## src/rtl/undolog_axil_pkg.sv

```systemverilog
// ----------------------------------------------------------------------------
// undolog_axil_pkg
// Shared definitions for the undolog AXI4-Lite control register block:
// register map offsets, register count, response encoding and the state
// types of the write and read channel FSMs.
// ----------------------------------------------------------------------------
package undolog_axil_pkg;

  localparam int REG_COUNT = 4;

  // Byte offsets of the control registers; the word index is bits [3:2].
  localparam logic [3:0] REG0_OFFSET = 4'h0;
  localparam logic [3:0] REG1_OFFSET = 4'h4;
  localparam logic [3:0] REG2_OFFSET = 4'h8;
  localparam logic [3:0] REG3_OFFSET = 4'hC;

  localparam logic [1:0] REG0_IDX = REG0_OFFSET[3:2];

  // The block only ever answers OKAY.
  localparam logic [1:0] RESP_OKAY = 2'b00;

  typedef enum logic {
    WR_IDLE,
    WR_RESP
  } wr_state_t;

  typedef enum logic {
    RD_IDLE,
    RD_DATA
  } rd_state_t;

endpackage : undolog_axil_pkg

```

## src/rtl/undolog_axil_regs.sv

```systemverilog
// ----------------------------------------------------------------------------
// undolog_axil_regs
// AXI4-Lite slave with four 32-bit read/write control registers (REG0..REG3
// at byte offsets 0x0/0x4/0x8/0xC) and a one-cycle start pulse for the
// undolog master engines.
//
// Ports
//   ACLK, ARESET        : clock (rising edge), asynchronous active-high reset
//   S_AXI_AW*           : write address channel (AWPROT ignored)
//   S_AXI_W*            : write data channel with byte strobes
//   S_AXI_B*            : write response channel (always OKAY)
//   S_AXI_AR*           : read address channel (ARPROT ignored)
//   S_AXI_R*            : read data channel (always OKAY)
//   INIT_AXI_TXN        : one-cycle pulse after a write of 1 to REG0 bit 0
//
// One outstanding transaction per channel; no address/data buffering, so a
// write is only accepted once both AWVALID and WVALID are present.
// ----------------------------------------------------------------------------
module undolog_axil_regs
  import undolog_axil_pkg::*;
#(
  parameter int C_S_AXI_DATA_WIDTH = 32,
  parameter int C_S_AXI_ADDR_WIDTH = 4
) (
  input  logic                            ACLK,
  input  logic                            ARESET,

  input  logic [C_S_AXI_ADDR_WIDTH-1:0]   S_AXI_AWADDR,
  input  logic [2:0]                      S_AXI_AWPROT,
  input  logic                            S_AXI_AWVALID,
  output logic                            S_AXI_AWREADY,

  input  logic [C_S_AXI_DATA_WIDTH-1:0]   S_AXI_WDATA,
  input  logic [C_S_AXI_DATA_WIDTH/8-1:0] S_AXI_WSTRB,
  input  logic                            S_AXI_WVALID,
  output logic                            S_AXI_WREADY,

  output logic [1:0]                      S_AXI_BRESP,
  output logic                            S_AXI_BVALID,
  input  logic                            S_AXI_BREADY,

  input  logic [C_S_AXI_ADDR_WIDTH-1:0]   S_AXI_ARADDR,
  input  logic [2:0]                      S_AXI_ARPROT,
  input  logic                            S_AXI_ARVALID,
  output logic                            S_AXI_ARREADY,

  output logic [C_S_AXI_DATA_WIDTH-1:0]   S_AXI_RDATA,
  output logic [1:0]                      S_AXI_RRESP,
  output logic                            S_AXI_RVALID,
  input  logic                            S_AXI_RREADY,

  output logic                            INIT_AXI_TXN
);

  localparam int BYTES = C_S_AXI_DATA_WIDTH / 8;

  logic [C_S_AXI_DATA_WIDTH-1:0] regs [REG_COUNT];

  wr_state_t wr_state, wr_state_next;
  rd_state_t rd_state, rd_state_next;

  logic       wr_ready_q;   // drives both AWREADY and WREADY
  logic       ar_ready_q;
  logic       wr_hs;
  logic       rd_hs;
  logic [1:0] wr_idx;
  logic [1:0] rd_idx;
  logic       init_q;
  logic [C_S_AXI_DATA_WIDTH-1:0] rdata_q;

  // Protection bits and the sub-word address bits carry no meaning here.
  logic unused_inputs;
  assign unused_inputs = ^{S_AXI_AWPROT, S_AXI_ARPROT,
                           S_AXI_AWADDR[1:0], S_AXI_ARADDR[1:0]};

  assign wr_idx = S_AXI_AWADDR[3:2];
  assign rd_idx = S_AXI_ARADDR[3:2];

  // Readies only rise while both valids are up, so a ready high with valids
  // present is a complete handshake on this edge.
  assign wr_hs = wr_ready_q && S_AXI_AWVALID && S_AXI_WVALID;
  assign rd_hs = ar_ready_q && S_AXI_ARVALID;

  // --------------------------------------------------------------------------
  // Write channel FSM
  // --------------------------------------------------------------------------
  // NOTE: sequential state uses non-blocking assignments so every flop samples
  // the pre-edge values; that is also what makes a same-cycle read of a
  // register being written return the old contents.
  always_ff @(posedge ACLK or posedge ARESET) begin
    if (ARESET) wr_state <= WR_IDLE;
    else        wr_state <= wr_state_next;
  end

  // NOTE: the next-state value is defaulted before the case so no path leaves
  // it unassigned, which would otherwise infer a latch.
  always_comb begin
    wr_state_next = wr_state;
    case (wr_state)
      WR_IDLE: if (wr_hs)        wr_state_next = WR_RESP;
      WR_RESP: if (S_AXI_BREADY) wr_state_next = WR_IDLE;
      default:                   wr_state_next = WR_IDLE;
    endcase
  end

  always_ff @(posedge ACLK or posedge ARESET) begin
    if (ARESET) begin
      wr_ready_q <= 1'b0;
      init_q     <= 1'b0;
    end else begin
      // One-cycle ready pulse: never re-armed while already high or while a
      // response is pending.
      wr_ready_q <= !wr_ready_q && S_AXI_AWVALID && S_AXI_WVALID &&
                    (wr_state == WR_IDLE);
      init_q     <= wr_hs && (wr_idx == REG0_IDX) &&
                    S_AXI_WSTRB[0] && S_AXI_WDATA[0];
    end
  end

  // NOTE: the register file is tiny and its reset value is architecturally
  // visible, so it is reset like any other flop rather than left as RAM.
  always_ff @(posedge ACLK or posedge ARESET) begin
    if (ARESET) begin
      for (int r = 0; r < REG_COUNT; r++) regs[r] <= '0;
    end else if (wr_hs) begin
      for (int b = 0; b < BYTES; b++) begin
        if (S_AXI_WSTRB[b]) regs[wr_idx][8*b +: 8] <= S_AXI_WDATA[8*b +: 8];
      end
    end
  end

  // --------------------------------------------------------------------------
  // Read channel FSM
  // --------------------------------------------------------------------------
  always_ff @(posedge ACLK or posedge ARESET) begin
    if (ARESET) rd_state <= RD_IDLE;
    else        rd_state <= rd_state_next;
  end

  always_comb begin
    rd_state_next = rd_state;
    case (rd_state)
      RD_IDLE: if (rd_hs)        rd_state_next = RD_DATA;
      RD_DATA: if (S_AXI_RREADY) rd_state_next = RD_IDLE;
      default:                   rd_state_next = RD_IDLE;
    endcase
  end

  always_ff @(posedge ACLK or posedge ARESET) begin
    if (ARESET) begin
      ar_ready_q <= 1'b0;
      rdata_q    <= '0;
    end else begin
      ar_ready_q <= !ar_ready_q && S_AXI_ARVALID && (rd_state == RD_IDLE);
      // Captured only on the handshake, so RDATA holds until RREADY.
      if (rd_hs) rdata_q <= regs[rd_idx];
    end
  end

  // --------------------------------------------------------------------------
  // Outputs
  // --------------------------------------------------------------------------
  assign S_AXI_AWREADY = wr_ready_q;
  assign S_AXI_WREADY  = wr_ready_q;
  assign S_AXI_BVALID  = (wr_state == WR_RESP);
  assign S_AXI_BRESP   = RESP_OKAY;
  assign S_AXI_ARREADY = ar_ready_q;
  assign S_AXI_RVALID  = (rd_state == RD_DATA);
  assign S_AXI_RRESP   = RESP_OKAY;
  assign S_AXI_RDATA   = rdata_q;
  assign INIT_AXI_TXN  = init_q;

endmodule : undolog_axil_regs

```

## config.mk

```make
export PLATFORM = sky130hd
export DESIGN_NAME = undolog_axil_regs
export DESIGN_NICKNAME = d
export VERILOG_FILES = /design/src/rtl/undolog_axil_pkg.sv /design/src/rtl/undolog_axil_regs.sv
export SDC_FILE = /design/constraint.sdc
export NUM_CORES = 1
export LEC_CHECK = 0
export BUFFER_PORTS_ARGS = -buffer_cell sky130_fd_sc_hd__buf_2
export CAP_MARGIN = 20
export CORE_ASPECT_RATIO = 1.25
export CORE_UTILIZATION = 50
export CTS_BUF_LIST = sky130_fd_sc_hd__clkbuf_4 sky130_fd_sc_hd__clkbuf_8
export DETAILED_ROUTE_END_ITERATION = 12
export GPL_ROUTABILITY_DRIVEN = 0
export PLACE_DENSITY = 0.78
export SETUP_SLACK_MARGIN = 0.02
export SLEW_MARGIN = 20
export SYNTH_ARGS = -nofsm -noshare
export SYNTH_HDL_FRONTEND = slang
export SYNTH_SLANG_ARGS = --single-unit
```

## constraint.sdc

```tcl
create_clock -name ACLK -period 5.52 [get_ports ACLK]
set_input_delay 0.828 -clock ACLK [delete_from_list [all_inputs] [get_ports ACLK]]
set_output_delay 0.828 -clock ACLK [all_outputs]
set_load 0.05 [all_outputs]
```

==> metrics.txt, run 1 <==
Static Leakage=approximately 0.0040 uW; synthesized flop and latch total=between 150 and 200; WL/cell=19.2 um; minimum period implied by the final worst setup slack=roughly 2400 ps; antenna viol nets, final=0; cell area after technology mapping=7000 um^2; deepest level of the CTS H-tree=4; First-pass DRT Iterations=4; Slew @ Worst Pin=roughly 1100 ps; number of buffers inserted by hold repair at cts=0; number of vias after detailed routing=4283; width of the die=around 110 um; cell with the most instances after synthesis=sky130_fd_sc_hd__dfrtp_1; number of antenna violations at the first check in global routing=1; Max Fclk=about 420 MHz; worst min-delay path category=in2async; Power Dens Cells=approximately 360 nW/um^2; Worst IR Drop VDD=approximately 0.19 mV; pin count of the biggest net entering global routing=115; Synth warnings=0; sum of negative setup slack=0 ps; top cell types by occurrence after synthesis=sky130_fd_sc_hd__dfrtp_1 (165), sky130_fd_sc_hd__mux2_2 (128), sky130_fd_sc_hd__mux2i_1 (66), sky130_fd_sc_hd__nand2_1 (37), sky130_fd_sc_hd__o221ai_1 (32); area inside the core boundary=between 10000 and 15000 um^2; synthesized area divided by synthesized cell count=approximately 14 um^2; die outline height=approximately 130 um; fraction of layout cells with a size suffix above 1=0.461; Multi-input gate area=~2800 um^2; I/O Pins=99; GRT Residual Overflow=0; global-route wire length before repair=23800 um; parity-gate share of the synthesized area counting xor and xnor cells=0; final count of negative-setup-slack endpoints=0; met3 global-route usage=0.0462; area leader, netlist=sky130_fd_sc_hd__dfrtp_1; number of gates resized after cts=0; initial cell density of the core=0.520; area taken by flip-flops and latches=4130 um^2; area grow syn2layout=13.7%; share of flip-flops with an asynchronous set or reset after synthesis=1.00; Post-synth EDFFs=0; dominant synthesized flop cell=sky130_fd_sc_hd__dfrtp_1; vias in the first global route=approximately 4700; DPL Wire Length=9170 um; max-slew violation count=0; Critical Path RT=between 5000 and 6000 ps; global routing usage on met2=0.365; top cells by area in the synthesized netlist=sky130_fd_sc_hd__dfrtp_1 (59%), sky130_fd_sc_hd__mux2_2 (21%), sky130_fd_sc_hd__mux2i_1 (9.4%); depth of the worst register-to-register path=3; mux cell area share after synthesis=0.300; count of final hold-check violations=0; setup repair after global routing missed its margin=false; maxcap violations=0; area share of and/or/nand/nor cells after synthesis=0.0504; Worst setup SP type=primary input; crit path max fanout=34; insertion delay to the later sink of the worst-skew pair=440 ps; clock tree from TritonCTS=done; Synth cell types=25; share of synthesized area occupied by flip-flops and latches=0.590; worst clock skew=~12 ps; crit path capture type=register; compound-gate portion of the synthesized area=0.0401; clk sink count=between 150 and 200; number of filler instances in the final layout=~1100; Final Net Count=625; Die Footprint=14500 um^2; Clock Tree Root=sky130_fd_sc_hd__clkbuf_8; GR Util met1=0.273; area share of fa/ha/maj cells after synthesis=0; wire length reported by the detailed router=14500 um; clock buffers created by TritonCTS=17; post-CTS setup buffers=0; result of the run=finished, final reports clean; Crit path arrival time=2640 ps; total of buffers placed on input and output ports=84; most crowded layer after global routing=met2; path type of the worst setup path=in2reg; number of cells produced by synthesis=between 400 and 500; relative slew slack=0.236; dominant combinational cell family by area after synthesis=multiplexers; final period utilization=0.428; starting DRC count in detailed routing=about 210; FP Rows=between 40 and 50; DRC=0; overall fraction of global-route tracks in use=0.217; clock slew seen by the registers of the worst setup and hold paths=around 90 ps; Synth top area share=0.590; CTS max path bufs=2; mean number of vias per cell=between 5 and 6; hold_ws=326 ps
[routing by layer]
metal	share of wire	vias to the layer above
met4	0.024	0
met1	0.43	2227
met3	0.042	24
met2	0.51	101
li1	-	1931
met5	0	-
[worst max-delay path: stages]
cell	delay [ps]
sky130_fd_sc_hd__buf_2	110
sky130_fd_sc_hd__nand2_2	620
sky130_fd_sc_hd__or2_2	810
sky130_fd_sc_hd__o221ai_1	250
[power by group]
part	internal [uW]	leakage [uW]	switching (uW)
Sequential	1370	0.00222	88.3
Clock	387	0.000186	449
Combinational	192	0.00155	351
Total	1950	0.00395	888
[final timing paths]
kind / to / startpoint / slack, ps
hold reg to reg: S_AXI_ARREADY / S_AXI_RVALID / 490
setup reg to reg: S_AXI_RDATA[25] / S_AXI_ARREADY / 3230
hold / removal: regs[101] / ARESET / 330
min in group ACLK: S_AXI_ARREADY / S_AXI_RVALID / 490
max in group asynchronous: regs[44] / ARESET / 3780
setup / recovery: S_AXI_RDATA[25] / S_AXI_ARVALID / 3160
[kinds of logic after synthesis]
kind of cell,count (synthesis)
AO/OA/AOI/OAI,32
buffers and inverters,25
flip-flops,165
multiplexers,194
other,1
AND/OR/NAND/NOR,66
[flip-flops by register name, summed over array words and instances (netlist names)]
signal / count
S_AXI_RVALID: 1
S_AXI_ARREADY: 1
S_AXI_AWREADY: 1
INIT_AXI_TXN: 1
S_AXI_RDATA: 32
regs: 128
S_AXI_BVALID: 1
[cell usage in the layout, fill, tap and decap left out, types with 2 or more instances in the layout]
cell	count
sky130_fd_sc_hd__nand4b_1	2
sky130_fd_sc_hd__clkinv_2	2
sky130_fd_sc_hd__conb_1	4
sky130_fd_sc_hd__buf_2	83
sky130_fd_sc_hd__clkinv_4	2
sky130_fd_sc_hd__clkinvlp_4	4
sky130_fd_sc_hd__clkbuf_8	19
sky130_fd_sc_hd__nor2_2	14
sky130_fd_sc_hd__nand3_1	2
sky130_fd_sc_hd__mux2_2	128
sky130_fd_sc_hd__mux2i_1	66
sky130_fd_sc_hd__nand4_1	2
sky130_fd_sc_hd__o221ai_1	32
sky130_fd_sc_hd__nand2_1	36
sky130_fd_sc_hd__inv_6	5
sky130_fd_sc_hd__buf_4	3
sky130_fd_sc_hd__dfrtp_1	165
[cell type report]
cell class | count | share of cell area
timing repair buffer | 87 | 0.0585
tap | 171 | 0.0269
clock buffer | 19 | 0.0329
multi-input combinational | 296 | 0.346
clock inverter | 13 | 0.0154
inverter | 1 | 0.00110
sequential | 165 | 0.519
antenna | 1 | 0.000315
[through the flow]
step	area, um^2	total power, uW	util	worst slack [ps]	cells
2_1_floorplan	7010	1870	-	230	486
3_3_place_gp	7540	1990	0.560	2760	719
3_5_place_dp	7540	2020	0.560	2670	719
4_1_cts	7930	2850	0.589	3160	751
5_1_grt	7960	2960	0.591	3120	753
6_report	7960	2830	0.591	3160	753
(Power assumes the default switching activity.)
==> run 2, diff against run 1 <==
--- a/config.mk
+++ b/config.mk
@@ -12,7 +12,7 @@
 export CTS_BUF_LIST = sky130_fd_sc_hd__clkbuf_4 sky130_fd_sc_hd__clkbuf_8
 export DETAILED_ROUTE_END_ITERATION = 12
 export GPL_ROUTABILITY_DRIVEN = 0
-export PLACE_DENSITY = 0.78
+export PLACE_DENSITY = 0.75
 export SETUP_SLACK_MARGIN = 0.02
 export SLEW_MARGIN = 20
 export SYNTH_ARGS = -nofsm -noshare
==> constraint.sdc (replaced) <==
create_clock -name ACLK -period 2.3 [get_ports ACLK]
set_input_delay 0.345 -clock ACLK [delete_from_list [all_inputs] [get_ports ACLK]]
set_output_delay 0.345 -clock ACLK [all_outputs]
set_load 0.05 [all_outputs]
==> metrics.txt, run 2 (synthesis results as in run 1) <==
result of the run=finished, final reports clean; Crit path arrival time=2190 ps (-450 ps); initial cell density of the core=0.520 (unchanged); Die Footprint=14500 um^2 (unchanged); path type of the worst setup path=reg2reg; DRC=0 (unchanged); setup repair after global routing missed its margin=false; most used cells in the layout excluding fill and tap cells=sky130_fd_sc_hd__dfrtp_1 (165), sky130_fd_sc_hd__mux2_2 (128), sky130_fd_sc_hd__buf_2 (83); clk sink count=165 (unchanged); Worst Slack Setup Final=431 ps (-2720 ps); die outline height=134 um (unchanged); GRT Residual Overflow=0 (unchanged); worst min-delay path category=in2reg; number of buffers inserted by hold repair at cts=1 (+1); crit path capture type=register; placed cell areas=7660 um^2 (+1.5%); most common library cell in the layout ignoring fill and taps=sky130_fd_sc_hd__dfrtp_1; number of gates resized after cts=0 (unchanged); I/O Pins=99 (unchanged); final antenna diode count=0 (-1); clock slew seen by the registers of the worst setup and hold paths=80 ps (about the same); number of antenna violations at the first check in global routing=1 (unchanged); area inside the core boundary=13500 um^2 (unchanged); vias in the first global route=4576 (-1.6%); clock buffers created by TritonCTS=17 (unchanged); DPL Wire Length=9280 um (+1.1%); clock tree from TritonCTS=done; Slew @ Worst Pin=829 ps (-317 ps); pin count of the biggest net entering global routing=53 (-54%); crit path max fanout=10 (-71%); sum of negative setup slack=0 ps (unchanged); maxcap violations=0 (unchanged); area taken by flip-flops and latches=4130 um^2 (unchanged); CTS max path bufs=2 (unchanged); minimum period implied by the final worst setup slack=1870 ps; Static Leakage=0.00403 uW (+1.8%); Max Fclk=~530 MHz; First-pass DRT Iterations=4 (unchanged); Critical Path RT=2620 ps (-3170 ps); Power Dens Cells=847 nW/um^2 (+140%); worst setup timing slack at the placement stage=423 ps (-2250 ps); number of vias after detailed routing=4283 (unchanged); FP Rows=47 (unchanged); Clock Tree Root=sky130_fd_sc_hd__clkbuf_8; insertion delay to the later sink of the worst-skew pair=440 ps (about the same); max-slew violation count=0 (unchanged); Worst setup SP type=register; final period utilization=0.813; global-route wire length before repair=23200 um (-2.4%); deepest level of the CTS H-tree=4 (unchanged); antenna viol nets, final=0 (unchanged); Final Net Count=636 (+1.8%); mean number of vias per cell=5.61 (-1.3%); width of the die=108 um (unchanged); count of final hold-check violations=0 (unchanged); overall fraction of global-route tracks in use=0.212 (-0.00475); worst clock skew=10.2 ps (-1.96 ps); final count of negative-setup-slack endpoints=0 (unchanged); fraction of layout cells with a size suffix above 1=0.468 (+0.00663); WL/cell=18.4 um (-4.2%); total of buffers placed on input and output ports=84 (unchanged); register name with the most flops=regs; starting DRC count in detailed routing=188 (-11%); finished layout cell area=8070 um^2 (+1.4%); Multi-input gate area=2750 um^2 (about the same); post-CTS setup buffers=0 (unchanged); depth of the worst register-to-register path=3 (unchanged); number of filler instances in the final layout=1052 (-3.1%); hold path cells=2; Worst IR Drop VDD=0.416 mV (+120%); number of flip-flops under the largest register name=128 (unchanged); area grow syn2layout=15.3%; wire length reported by the detailed router=14100 um (-2.9%); relative slew slack=0.447 (+0.212)
[run 2: changes by cell type in the layout (fill, tap and decap cells not counted), moves of 2 or more]
cell	delta
sky130_fd_sc_hd__buf_4	+8
sky130_fd_sc_hd__inv_6	-5
sky130_fd_sc_hd__buf_12	+3
sky130_fd_sc_hd__clkinv_2	+2
sky130_fd_sc_hd__clkinv_4	+2
[run 2: power by group]
part / switching (uW) / internal (uW) / leakage, uW
Sequential: 201 / 3280 / 0.00222
Clock: 1020 / 1030 / 0.000202
Combinational: 837 / 470 / 0.00160
Total: 2050 / 4780 / 0.00403
[run 2: critical path, cell delays in order (launching register included)]
cell and delay (ps):
sky130_fd_sc_hd__dfrtp_1 570, sky130_fd_sc_hd__nand4b_1 280, sky130_fd_sc_hd__nor2_2 500, sky130_fd_sc_hd__mux2_2 400
[run 2: final timing paths]
kind / slack [ps] / to / start
setup / recovery: 430 / regs[34] / S_AXI_AWREADY
min in group asynchronous: 550 / regs[125] / ARESET
max in group asynchronous: 1080 / regs[97] / ARESET
setup reg to reg: 430 / regs[34] / S_AXI_AWREADY
hold reg to reg: 480 / S_AXI_ARREADY / S_AXI_RVALID
hold / removal: 80 / S_AXI_RVALID / S_AXI_RREADY
[run 2: metrics by stage]
stage	std cells	hold WS [ps]	util	total power [uW]
floorplan	486	438	-	4490
global placement	730	458	0.569	4800
detailed placement	730	468	0.569	4860
CTS	763	60.6	0.599	6910
global route	763	57.0	0.599	7160
finish	763	80.3	0.599	6840
[run 2: cell type report]
cell class	instances	area share
timing repair buffer	98	0.0704
tap	171	0.0265
multi-input combinational	296	0.341
inverter	1	0.000931
sequential	165	0.512
clock inverter	12	0.0161
clock buffer	20	0.0333
[run 2: metal layers]
layer	routed length [um]	vias up	track usage
met5	8	-	0
met4	189	2	0.0807
met3	759	20	0.0554
met2	7040	90	0.349
met1	6080	2214	0.269
li1	-	1957	-
==> run 3, diff against run 2 <==
--- a/config.mk
+++ b/config.mk
@@ -5,6 +5,7 @@
 export SDC_FILE = /design/constraint.sdc
 export NUM_CORES = 1
 export LEC_CHECK = 0
+export ABC_AREA = 1
 export BUFFER_PORTS_ARGS = -buffer_cell sky130_fd_sc_hd__buf_2
 export CAP_MARGIN = 20
 export CORE_ASPECT_RATIO = 1.25
@@ -12,7 +13,7 @@
 export CTS_BUF_LIST = sky130_fd_sc_hd__clkbuf_4 sky130_fd_sc_hd__clkbuf_8
 export DETAILED_ROUTE_END_ITERATION = 12
 export GPL_ROUTABILITY_DRIVEN = 0
-export PLACE_DENSITY = 0.75
+export PLACE_DENSITY = 0.74
 export SETUP_SLACK_MARGIN = 0.02
 export SLEW_MARGIN = 20
 export SYNTH_ARGS = -nofsm -noshare
==> constraint.sdc (replaced) <==
create_clock -name ACLK -period 1.9 [get_ports ACLK]
set_input_delay 0.285 -clock ACLK [delete_from_list [all_inputs] [get_ports ACLK]]
set_output_delay 0.285 -clock ACLK [all_outputs]
set_load 0.05 [all_outputs]
==> metrics.txt, run 3 <==
Critical Path RT=2310 ps (-310 ps); crit path max fanout=23 (+13); crit path capture type=register; die outline height=143 um (+6.7%); final count of negative-setup-slack endpoints=0 (unchanged); final period utilization=0.828 (+0.0148); number of cells produced by synthesis=1099 (+130%); placed cell areas=8770 um^2 (+15%); vias in the first global route=6467 (+41%); First-pass DRT Iterations=5 (+1); fraction of layout cells with a size suffix above 1=0.137 (-0.331); Clock Tree Root=sky130_fd_sc_hd__clkbuf_8; number of antenna violations at the first check in global routing=0 (-1); Worst IR Drop VDD=0.450 mV (+8.2%); Die Footprint=16500 um^2 (+14%); synthesized flop and latch total=165 (unchanged); antenna viol nets, final=0 (unchanged); insertion delay to the later sink of the worst-skew pair=470 ps (+30 ps); DPL Wire Length=12900 um (+39%); FP Rows=51 (+8.5%); result of the run=finished, final reports clean; share of synthesized area occupied by flip-flops and latches=0.518 (-0.0723); most common library cell in the layout ignoring fill and taps=sky130_fd_sc_hd__nand2_1; initial cell density of the core=0.512 (-0.00744); DRC=0 (unchanged); clock tree from TritonCTS=done; register name with the most flops=regs; Synth warnings=0 (unchanged); area inside the core boundary=15600 um^2 (+16%); maxcap violations=0 (unchanged); Power Dens Cells=943 nW/um^2 (+11%); Static Leakage=0.00535 uW (+33%); global-route wire length before repair=32100 um (+39%); worst min-delay path category=in2reg; Final Net Count=1249 (+96%); cell with the most instances after synthesis=sky130_fd_sc_hd__nand2_1; top cell types by occurrence after synthesis=sky130_fd_sc_hd__nand2_1 (547), sky130_fd_sc_hd__nand3_1 (176), sky130_fd_sc_hd__dfrtp_1 (165), sky130_fd_sc_hd__inv_1 (138), sky130_fd_sc_hd__buf_2 (29); Synth cell types=18 (-28%); path type of the worst setup path=reg2reg; top cells by area in the synthesized netlist=sky130_fd_sc_hd__dfrtp_1 (52%), sky130_fd_sc_hd__nand2_1 (26%), sky130_fd_sc_hd__nand3_1 (11%); minimum period implied by the final worst setup slack=1570 ps (-297 ps); post-CTS setup buffers=0 (unchanged); most used cells in the layout excluding fill and tap cells=sky130_fd_sc_hd__nand2_1 (547), sky130_fd_sc_hd__nand3_1 (176), sky130_fd_sc_hd__dfrtp_1 (165); finished layout cell area=9180 um^2 (+14%); dominant synthesized flop cell=sky130_fd_sc_hd__dfrtp_1; area grow syn2layout=15.2%; Synth top area share=0.518 (-0.0723); area leader, netlist=sky130_fd_sc_hd__dfrtp_1; starting DRC count in detailed routing=487 (+160%); mean number of vias per cell=4.88 (-13%); Crit path arrival time=1980 ps (-210 ps); number of flip-flops under the largest register name=128 (unchanged); WL/cell=13.6 um (-26%); Worst setup SP type=register; synthesized area divided by synthesized cell count=7.26 um^2 (-50%); hold_ws=60.1 ps (-20.2 ps); CTS max path bufs=2 (unchanged); share of flip-flops with an asynchronous set or reset after synthesis=1.00 (unchanged); clk sink count=165 (unchanged); overall power of the completed layout=8660 uW (+27%); final cell utilization of the core=0.590 (-0.00925); max-slew violation count=0 (unchanged); worst clock skew=9.57 ps (-0.645 ps); count of final hold-check violations=0 (unchanged); width of the die=115 um (+6.6%); I/O Pins=99 (unchanged); number of vias after detailed routing=6912 (+61%); setup repair after global routing missed its margin=false; GRT Residual Overflow=0 (unchanged); clock slew seen by the registers of the worst setup and hold paths=90 ps (about the same); Post-synth EDFFs=0 (unchanged); sum of negative setup slack=0 ps (unchanged); cell area after technology mapping=7980 um^2 (+14%); final antenna diode count=0 (unchanged); Max Fclk=636 MHz (+19%); deepest level of the CTS H-tree=4 (unchanged); total of buffers placed on input and output ports=84 (unchanged); pin count of the biggest net entering global routing=40 (-25%); wire length reported by the detailed router=19200 um (+37%); clock buffers created by TritonCTS=17 (unchanged); number of gates resized after cts=0 (unchanged); overall fraction of global-route tracks in use=0.255 (+0.0428)
run 3: changes by cell type in the layout (fill, tap and decap cells not counted), sizes merged, moves of 4 or more:
cell    previous run  this run
nand2             37       549
nand3              3       177
inv                0       139
mux2             128         0
mux2i             66         2
o221ai            32         0
buf               97       120
nor2              14        10
run 3: timing repair:
item / CTS / global route
hold endpoints to repair: 8 / 0
setup endpoints to repair: 0 / 0
hold buffers: 3 / 0
run 3: cell families after synthesis:
kind of cell | count (synthesis) | synth area share
buf+inv | 193 | 0.0982
flops | 165 | 0.518
simple gates | 738 | 0.381
other cells | 1 | 0.000470
mux | 2 | 0.00251
run 3: worst paths after layout:
check / startpoint / cells past startpoint / slack, ps / endpoint
worst max-delay path: S_AXI_AWREADY / 5 / 330 / regs[96]
worst min-delay path: S_AXI_WVALID / 3 / 60 / S_AXI_AWREADY
worst max register to register: S_AXI_AWREADY / 5 / 330 / regs[96]
worst min register to register: S_AXI_ARREADY / 1 / 460 / S_AXI_ARREADY
max in group asynchronous: ARESET / 4 / 1000 / regs[28]
min in group asynchronous: ARESET / 3 / 350 / regs[43]
run 3: area by class of cell:
cell class	instances	area [um^2]
repair buffers	123	796
clock inverters	14	138
flip-flops and latches	165	4130
well taps	212	265
clock buffers	18	241
inverters	141	533
multi-input cells	744	3080
fillers	1472	6390
run 3: power by group:
| part | switching (uW) | total (uW) | internal, uW |
|---|---|---|---|
| Clock | 1310 | 2470 | 1170 |
| Sequential | 244 | 4230 | 3980 |
| Combinational | 1420 | 1970 | 546 |
| Total | 2970 | 8660 | 5690 |
run 3: through the flow:
stage          cells  worst slack [ps]
6_report        1417               328
5_1_grt         1417               210
4_1_cts         1417               329
3_5_place_dp    1382               354
3_3_place_gp    1382               370
2_1_floorplan   1102              -484
run 3: critical path: stages (launching register included):
cell,delay [ps]
sky130_fd_sc_hd__dfrtp_1,430
sky130_fd_sc_hd__nand3_4,200
sky130_fd_sc_hd__nor2_4,310
sky130_fd_sc_hd__buf_4,310
sky130_fd_sc_hd__nand3_1,150
sky130_fd_sc_hd__nand2_1,110
run 3: per-layer routing:
metal,GRT usage,routed length [um],part of all wire,vias to the layer above
met2,0.419,9300,0.48,194
met5,0,0,0,-
met3,0.0475,1120,0.058,31
li1,-,-,-,3510
met1,0.337,8440,0.44,3177
met4,0.0923,376,0.020,0
